$ cat src/rtl/nes_joypad_port.sv
// NES controller-port responder: maps USB HID keycodes to NES buttons and
// serialises them through 4021-style shift registers at $4016/$4017.
module nes_joypad_port #(
    parameter bit         P2_PRESENT = 1'b0,
    parameter logic [2:0] OPEN_BUS   = 3'b010
) (
    input  logic        Clk,
    input  logic        Reset_n,
    input  logic [31:0] keycodes,
    input  logic        cpu_ce,
    input  logic [15:0] cpu_addr,
    input  logic        cpu_rw_n,
    input  logic [7:0]  cpu_data_in,
    output logic [7:0]  cpu_data_out,
    output logic        port_sel,
    output logic [7:0]  buttons,
    output logic [3:0]  read_count
);

    logic       strobe_q, strobe_d;
    logic [7:0] sh1_q, sh1_d;
    logic [7:0] sh2_q, sh2_d;
    logic [7:0] buttons_q, buttons_d;
    logic [3:0] cnt_q, cnt_d;
    logic [7:0] hit;
    logic       is_4016, is_4017;
    logic       wr16, rd16, rd17;
    logic       reload;
    logic       ser_bit;
    logic       unused_data;

    assign unused_data = ^cpu_data_in[7:1];

    assign is_4016 = (cpu_addr == 16'h4016);
    assign is_4017 = (cpu_addr == 16'h4017);
    assign wr16    = cpu_ce & ~cpu_rw_n & is_4016;
    assign rd16    = cpu_ce & cpu_rw_n & is_4016;
    assign rd17    = cpu_ce & cpu_rw_n & is_4017;

    always_comb begin
        hit = 8'h00;
        for (int s = 0; s < 4; s++) begin
            case (keycodes[s*8 +: 8])
                8'h0D:   hit[0] = 1'b1;
                8'h0E:   hit[1] = 1'b1;
                8'h2C:   hit[2] = 1'b1;
                8'h28:   hit[3] = 1'b1;
                8'h1A:   hit[4] = 1'b1;
                8'h16:   hit[5] = 1'b1;
                8'h04:   hit[6] = 1'b1;
                8'h07:   hit[7] = 1'b1;
                default: ;
            endcase
        end
        buttons_d = hit;
        // Opposing directions cancel rather than confuse game logic
        if (hit[4] && hit[5]) buttons_d[5:4] = 2'b00;
        if (hit[6] && hit[7]) buttons_d[7:6] = 2'b00;
    end

    always_comb begin
        strobe_d = wr16 ? cpu_data_in[0] : strobe_q;
        reload   = strobe_q | strobe_d;
        sh1_d    = sh1_q;
        sh2_d    = sh2_q;
        cnt_d    = cnt_q;
        if (reload) begin
            sh1_d = buttons_q;
            sh2_d = P2_PRESENT ? buttons_q : 8'h00;
            cnt_d = 4'h0;
        end else begin
            if (rd16) sh1_d = {1'b1, sh1_q[7:1]};
            if (rd17) sh2_d = {1'b1, sh2_q[7:1]};
            if (rd16 && cnt_q != 4'hF) cnt_d = cnt_q + 4'h1;
        end
    end

    always_ff @(posedge Clk or negedge Reset_n) begin
        if (!Reset_n) begin
            strobe_q  <= 1'b0;
            sh1_q     <= 8'hFF;
            sh2_q     <= 8'hFF;
            buttons_q <= 8'h00;
            cnt_q     <= 4'h0;
        end else begin
            strobe_q  <= strobe_d;
            sh1_q     <= sh1_d;
            sh2_q     <= sh2_d;
            buttons_q <= buttons_d;
            cnt_q     <= cnt_d;
        end
    end

    assign ser_bit      = cpu_addr[0] ? sh2_q[0] : sh1_q[0];
    assign cpu_data_out = {OPEN_BUS, 4'b0000, ser_bit};
    assign port_sel     = (is_4016 | is_4017) & cpu_rw_n;
    assign buttons      = buttons_q;
    assign read_count   = cnt_q;

endmodule

$ cat config.mk
export PLATFORM = sky130hd
export DESIGN_NAME = nes_joypad_port
export DESIGN_NICKNAME = d
export VERILOG_FILES = /design/src/rtl/nes_joypad_port.sv
export SDC_FILE = /design/constraint.sdc
export NUM_CORES = 1
export LEC_CHECK = 0
export CORE_ASPECT_RATIO = 1.2
export CORE_MARGIN = 8
export CORE_UTILIZATION = 39
export DETAILED_ROUTE_END_ITERATION = 8
export PLACE_DENSITY = 0.77
export SETUP_SLACK_MARGIN = 0.3
export SYNTH_ARGS = -nofsm -noshare
export SYNTH_HDL_FRONTEND = slang
export SYNTH_SLANG_ARGS = --single-unit
$ cat constraint.sdc
create_clock -name Clk -period 1.5 [get_ports Clk]
set_input_delay 0.45 -clock Clk [delete_from_list [all_inputs] [get_ports Clk]]
set_output_delay 0.45 -clock Clk [all_outputs]
set_load 0.005 [all_outputs]
# Yosys cells after proc, flatten, opt, wreduce, memory -nomap -nowiden
# Cells that the tools add are included.
dict set report classes {
  add_sub_neg 1
  eq_ne 35
  muxes 42
  bitwise 9
  n_reduce_logical 6
}
# cell count
set op_table {}
lappend op_table {{equality test 8 x 3 -> 1 bit (second input constant)} 8}
lappend op_table {{equality test 8 x 4 -> 1 bit (second input constant)} 8}
lappend op_table {{equality test 8 x 5 -> 1 bit (second input constant)} 8}
lappend op_table {{equality test 8 x 6 -> 1 bit (second input constant)} 8}
lappend op_table {{2-to-1 mux 1 bit} 34}
lappend op_table {{equality test 16 x 15 -> 1 bit (second input constant)} 2}
lappend op_table {{2-to-1 mux 8 bit} 4}
lappend op_table {{2-to-1 mux 4 bit} 2}
lappend op_table {{AND 1 bit} 6}
lappend op_table {{nonzero test 2 bit} 3}
lappend op_table {{adder 4 x 1 -> 4 bit (second input constant)} 1}
lappend op_table {{2-to-1 mux 2 bit} 2}
lappend op_table {{!= test 4 bit (second input constant)} 1}
lappend op_table {{logical AND 1 bit} 3}
lappend op_table {{OR 1 bit} 2}
lappend op_table {{NOT 1 bit} 1}
dict set report totals {
  ff_bits 29
  inputBits 60
  out_inout_bits 21
}

# Logic depth before layout (Yosys ltp)
# Gate-level depths: netlist of the first run.
dict set report logic_depth {
  depth_word 7
  ltp_mapped 6
  ltp_nobuf 6
}

# Worst setup path after synthesis of the first run
# OpenSTA, ideal clock, no wires.
dict set report synth_timing {
  path_type {input -> register}
  startpoint {in cpu_addr[5]}
  endpoint {reg strobe_q}
  arrival_time_ps 1592
  path_slack_ps -216
  stages 4
  path_buffers 0
  cell_sequence {nor4b_4 nand4_4 nor3_1 mux2_2}
}
dict set report synth_between {
  elab_chain_cells 3
}
# item line_no
set synth_rtl {}
lappend synth_rtl {{start: declaration} 11} ;# input logic [15:0] cpu_addr,
lappend synth_rtl {{equality test 16 x 15 -> 1 bit} 34} ;# assign is_4016 = (cpu_addr == 16'h4016);
lappend synth_rtl {{AND 1 bit} 36} ;# assign wr16 = cpu_ce & ~cpu_rw_n & is_4016;
lappend synth_rtl {{2-to-1 mux 1 bit} 62} ;# strobe_d = wr16 ? cpu_data_in[0] : strobe_q;
lappend synth_rtl {{net strobe_d} 20} ;# logic strobe_q, strobe_d;
lappend synth_rtl {{end signal: assignment} 86} ;# strobe_q <= strobe_d;
lappend synth_rtl {{end: declaration} 20}
# The timed path passes the listed nets, and every way through them passes these cells.
# A chain may end at the register's enable or synchronous reset.

# Worst setup path after layout of the first run
dict set report layout_timing {
  startpoint {in cpu_addr[11]}
  endpoint {reg cnt_q[0], in the netlist read_count[0]}
}
dict set report layout_between {
  elab_chain_cells 5
  word_cells_on_any_way 8
  cone_classes {1 x eq/ne; 2 x mux; 3 x bitwise; 2 x reduce/logical}
}
# item line_no
set layout_rtl {}
lappend layout_rtl {{equality test 16 x 15 -> 1 bit *} 34}
lappend layout_rtl {{AND 1 bit} 36}
lappend layout_rtl {{2-to-1 mux 1 bit} 62}
lappend layout_rtl {{OR 1 bit} 63} ;# reload = strobe_q | strobe_d;
lappend layout_rtl {{2-to-1 mux 4 bit / nonzero test 2 bit (equally long branches)} -}
lappend layout_rtl {{end signal: assignment} 90} ;# cnt_q <= cnt_d;
lappend layout_rtl {{end: declaration} 24} ;# logic [3:0] cnt_q, cnt_d;
# Mark *: on every way between the ends. The rest lies on a longest branch, timed or not.

==> flow_metrics.tcl, run 1 <==
set metrics [dict create \
    outcome "finished, violations left" \
    violations "negative setup slack" \
    synth_top_family_by_area "simple AND/OR/NAND/NOR gates" \
    final_nets 395 \
    die_h_um 92.8 \
    cp_max_fo 7 \
    drt_iter0_markers 51 \
    setup-violations-final 23 \
    final_area_mm2 0.00361 \
    synth_edf_count 0 \
    cts_made_buffers 5 \
    synthMuxAreaShare_pct 5.87 \
    synth_compound_area_share_pct 12.7 \
    placed_cells 365 \
    path_clk_slew_ns 0.06 \
    dpl_cell_area_mm2 0.00301 \
    vias 2064 \
    core-area_mm2 0.00483 \
    final_common_cell "buf_4" \
    fin_cells 395 \
    fin_util_pct 74.6 \
    post-route-min-period_ns 1.69 \
    ir_drop_mv 0.345 \
    final_cell_mix "buf_4, buf_6, buf_2, nand2_1, nor2_1" \
    rows 28 \
    fmax_ghz 0.590 \
    async_flop_share_pct 100 \
    synth-seq-area-share_pct 38.9 \
    synthXorXnorAreaFrac_pct 0.914 \
    yosysUniqueCellTypes 50 \
    fp.dieW_um 80 \
    vias_per_cell 5.23 \
    antenna_found_initial 0 \
    synth_largest_area_cell "dfstp_2" \
    clock_latency_ns 0.28 \
    clock_sinks 29 \
    tritoncts "done" \
    finalPower_mw 2.03 \
    h-tree-depth 2 \
    holdWs_ns 0.464 \
    cp_data_required_time_ns 1.67 \
    grt_pass1_wl_um 10100 \
    syn_area_mm2 0.00192 \
    end_kind "flop" \
    maxCapViolations 0 \
    synth_cells 199 \
    path_class "in2reg" \
    worstPathArrival_ns 1.87 \
    wl_um 6400 \
    cts_hold_buf 0 \
    rsz0062_at_grt "true" \
    grt-ovfl-total 0 \
    hold_class "reg2reg" \
    clock-skew-final_ns 0.00839 \
    final_hold_viol_count 0 \
    drive_above_1_share_pct 63.3 \
    layout_setup_ws_ns -0.195 \
    synth_fa_ha_area_share_pct 0.653 \
    avgSynthCellArea_um2 9.63 \
    area_growth_pct 88.3 \
    synth_simple_gate_area_share_pct 35.8 \
    setup_tns_ns -2.50 \
    clockBufferDepth 2 \
    cp-start-kind "primary input" \
    yosysWarnings 0 \
    routedWlPerCell_um 16.2 \
    p_leak_nw 1.58 \
    yosysTopAreaCellShare_pct 21.9 \
    netlist_top_cells_area "dfstp_2, dfrtp_1, nand2_1" \
    ios 81 \
    drc 0 \
    die-area_mm2 0.00742 \
    gp_congestion 0.874 \
    ant_nets 0 \
    cts_root_buf "clkbuf_8" \
    antenna_cells 0 \
    portBuffers 66 \
    ys_ff_latch 29 \
    place_ws_ns -0.900 \
    fin_crit_sh_pct 113 \
    r2r_setup_slack_ns -0.05 \
    dr.pass1.iters 4 \
    ys.flop_type "dfstp_2" \
    maxSlewViolCount 0 \
    powerDensity_mw_per_mm2 562 \
    grt_max_degree 30 \
    grt_pass1_vias 2244 \
    grt_usage_pct 16.9 \
    dp_hpwl_um 4580 \
    start_util_pct 39.6 \
]
-- power breakdown --
part	internal (mW)	switching (mW)
Clock	0.541	0.291
Sequential	0.789	0.00191
Combinational	0.222	0.183
Total	1.55	0.476
-- registers in the layout (all words and copies together) (netlist names) --
signal and flops:
sh1_q 8, buttons 8, strobe_q 1, sh2_q 8, read_count 4
-- synthesized netlist by cell type (3+ instances only) --
cell and number:
nor4b_4 3, nor2_1 18, nor3_1 9, buf_4 8, a21oi_1 15, nor4_1 9, nor3b_1 6, dfstp_2 16
nand2_1 27, nand4b_1 4, dfrtp_1 13, o21ai_0 4, inv_1 4, nand3b_1 6, mux2i_1 9, nand3_1 3
nor2b_1 3, nand2b_1 4
-- per-layer routing --
metal,up-vias,track usage [%],part of all wire [%]
met4,0,5.62,2.6
met3,16,5.04,7.0
li1,992,-,-
met1,976,17.3,38
met2,80,31.2,52
met5,-,0,0
-- repair_timing --
action / in CTS / in global routing
endpoints found under the setup margin: 43 / 43
pin swaps: 51 / 27
gates resized for setup: 273 / 42
endpoints found under the hold margin: 0 / 0
buffers inserted: 13 / 9
-- logic make-up after synthesis --
kind of cell,Yosys count
other cells,2
mux,11
xor+xnor,2
buf+inv,14
simple gates,105
compound gates,35
fa+ha+maj,1
flops,29
-- path summary, 6_finish.rpt --
kind | start | end | cells past startpoint
worst max-delay path | cpu_addr[11] | read_count[0] | 9
worst min register to register | sh2_q[2] | sh2_q[1] | 2
min in group asynchronous | Reset_n | strobe_q | 2
worst max register to register | read_count[0] | read_count[0] | 7
max in group asynchronous | Reset_n | sh1_q[6] | 2
worst min-delay path | sh2_q[2] | sh2_q[1] | 2
-- layout make-up --
class | instances | area (um2)
clock buffer | 7 | 86.3
clock inverter | 1 | 30.0
fill | 332 | 1230
inverter | 4 | 15.0
multi-input combinational | 161 | 1520
sequential | 29 | 746
tap | 60 | 75.1
timing repair buffer | 133 | 1140
-- worst max-delay path, stage by stage --
cell and delay, ns:
buf_6 0.10, nor4b_4 0.29, buf_4 0.16, buf_6 0.10, nand4_4 0.18, nor3b_4 0.27
buf_4 0.16, xnor2_2 0.10, nor2_1 0.05
Power figures use the tool's default switching activity.
==> run 2, diff against run 1 <==
--- a/config.mk
+++ b/config.mk
@@ -14,3 +14,4 @@
 export SYNTH_ARGS = -nofsm -noshare
 export SYNTH_HDL_FRONTEND = slang
 export SYNTH_SLANG_ARGS = --single-unit
+export TNS_END_PERCENT = 1
==> run 2 against run 1 <==
The flow still finishes with violations (negative setup slack). Final cell count is 3.0% lower. Register-to-register slack better by 0.05 ns. Critical path depth is 3 lower. Fmax up 0.17%. Setup slack gained 0.0028 ns. Global-route usage increased by 0.32 points.
==> flow_metrics.tcl, run 2 (synthesis results as in run 1) <==
set metrics [dict create \
    r2r_setup_slack_ns 0 \
    ir_drop_mv 0.326 \
    start_util_pct 39.6 \
    die_h_um 92.8 \
    drc 0 \
    h-tree-depth 2 \
    rsz0062_at_grt "true" \
    fin_crit_sh_pct 113 \
    vias_per_cell 5.26 \
    drive_above_1_share_pct 50.5 \
    crit_slowest_cell "or4_4" \
    r2r-end "read_count[3]" \
    clockPowerShare_pct 38.1 \
    clock-skew-final_ns 0.00463 \
    cts_made_buffers 5 \
    holdWs_ns 0.467 \
    final_hold_viol_count 0 \
    portBuffers 66 \
    cts_root_buf "clkbuf_8" \
    powerDensity_mw_per_mm2 570 \
    gp_congestion 0.870 \
    violations "negative setup slack" \
    path_class "in2reg" \
    grt_pass1_vias 2226 \
    cp-start-kind "primary input" \
    antenna_cells 0 \
    cp_data_required_time_ns 1.68 \
    path_clk_slew_ns 0.06 \
    finalPower_mw 1.86 \
    dpl_cell_area_mm2 0.00296 \
    cts_hold_buf 0 \
    fp.dieW_um 80 \
    worstHoldStart "buttons[7]" \
    final_cell_mix "buf_4, nand2_1, dlygate4sd2_1, buf_2, nor2_1" \
    setup_tns_ns -1.52 \
    maxSlewViolCount 0 \
    p_seq_share_pct 42.5 \
    multi_input_area_mm2 0.00133 \
    setup-violations-final 28 \
    nFillCells 382 \
    clock_latency_ns 0.28 \
    grt_usage_pct 17.2 \
    cp_max_fo 2 \
    outcome "finished, violations left" \
    dp_hpwl_um 4440 \
    grt_max_degree 30 \
    clock_sinks 29 \
    area_growth_pct 70.6 \
    ant_nets 0 \
    p_comb_share_pct 19.4 \
    critPathMaxStageDelay_ns 0.51 \
    layout_setup_ws_ns -0.192 \
    p_int_mw 1.40 \
    post-route-min-period_ns 1.69 \
    p_sw_share_pct 24.8 \
    reg2reg_from "read_count[0]" \
    final-seq-area_um2 746 \
    final_nets 383 \
    routedWlPerCell_um 16.3 \
    ios 81 \
    antenna_found_initial 0 \
    core-area_mm2 0.00483 \
    end_kind "flop" \
    final_area_mm2 0.00327 \
    dr.pass1.iters 4 \
    fmax_ghz 0.591 \
    vias 2016 \
    crit_chain "dlygate4sd2_1 -> or4_4 -> o32ai_2 -> buf_4 -> nor3_4 -> nor4_2" \
    rows 28 \
    startpoint "keycodes[17]" \
    grt-ovfl-total 0 \
    p_leak_nw 1.49 \
    drt_iter0_markers 69 \
    hold_class "reg2reg" \
    switchingPower_mw 0.461 \
    place_ws_ns -0.948 \
    crit_path_end "buttons[6]" \
    wl_um 6250 \
    die-area_mm2 0.00742 \
    r2r_cells 7 \
    tritoncts "done" \
    grt_pass1_wl_um 10200 \
    maxCapViolations 0 \
    worstPathArrival_ns 1.87 \
    clockBufferDepth 2 \
    final_common_cell "buf_4" \
]
run 2: cell types whose count changed in the layout (fill, tap and decap cells not counted), moves of 4 or more:
cell | previous run | this run
dlygate4sd2_1 | 7 | 19
buf_6 | 25 | 16
buf_4 | 53 | 46
a21oi_1 | 4 | 10
a21oi_2 | 12 | 6
nand2_1 | 20 | 26
buf_2 | 23 | 18
buf_8 | 5 | 0
clkdlybuf4s15_1 | 8 | 3
clkdlybuf4s50_1 | 2 | 7
dlymetal6s2s_1 | 0 | 5
nand2_2 | 6 | 1
nor4_4 | 5 | 1
run 2: worst min-delay path by stage:
stage,endpoint,depth (start not counted)
3_3_place_gp,sh2_q[0],2
5_1_grt,sh2_q[2],2
3_5_place_dp,sh2_q[2],2
6_report,sh1_q[7],2
4_1_cts,sh2_q[2],2
2_1_floorplan,buttons[0],0
run 2: layout make-up:
cell class | instances | area share [%]
Clock buffer | 7 | 2.95
Clock inverter | 1 | 0.153
Inverter | 4 | 0.459
Multi-Input combinational cell | 161 | 40.7
Sequential cell | 29 | 22.8
Tap cell | 60 | 2.30
Timing Repair Buffer | 121 | 30.6
run 2: stage by stage:
step           std cells  utilization, %
2_1_floorplan        204               -
3_3_place_gp         366            61.2
3_5_place_dp         366            61.2
4_1_cts              381            66.1
5_1_grt              383            67.6
6_report             383            67.6
run 2: power by group through the flow:
stage | sequential, mW | clock, mW | combinational [mW]
after floorplan | 0.804 | 0 | 0.0767
after global placement | 0.803 | 0 | 0.334
after detailed placement | 0.804 | 0 | 0.342
after CTS | 0.791 | 0.727 | 0.344
after global routing | 0.791 | 0.773 | 0.390
final | 0.791 | 0.710 | 0.361
run 2: what timing repair did:
item / CTS / global route
pin swaps: 46 / 21
setup endpoints to repair: 43 / 43
resized for setup: 188 / 25
buffers inserted: 7 / 2
run 2: critical path: cells and delay by family:
family / cells / cell delay [ns]
buffers and inverters: 2 / 0.42
AOI/OAI and AO/OA: 1 / 0.13
and+or+nand+nor: 3 / 0.86
run 2: per-layer routing:
| metal | up-vias | share of wire (%) | GRT usage, % |
|---|---|---|---|
| li1 | 967 | - | - |
| met1 | 952 | 36 | 16.0 |
| met2 | 82 | 54 | 31.3 |
| met3 | 15 | 6.3 | 5.62 |
| met4 | 0 | 3.5 | 10.3 |
| met5 | - | 0 | 0 |
==> run 3, diff against run 2 <==
--- a/config.mk
+++ b/config.mk
@@ -14,4 +14,4 @@
 export SYNTH_ARGS = -nofsm -noshare
 export SYNTH_HDL_FRONTEND = slang
 export SYNTH_SLANG_ARGS = --single-unit
-export TNS_END_PERCENT = 1
+export TNS_END_PERCENT = 100
==> results of run 3 <==
Final layout, timing and power as in run 1 (identical DEF).
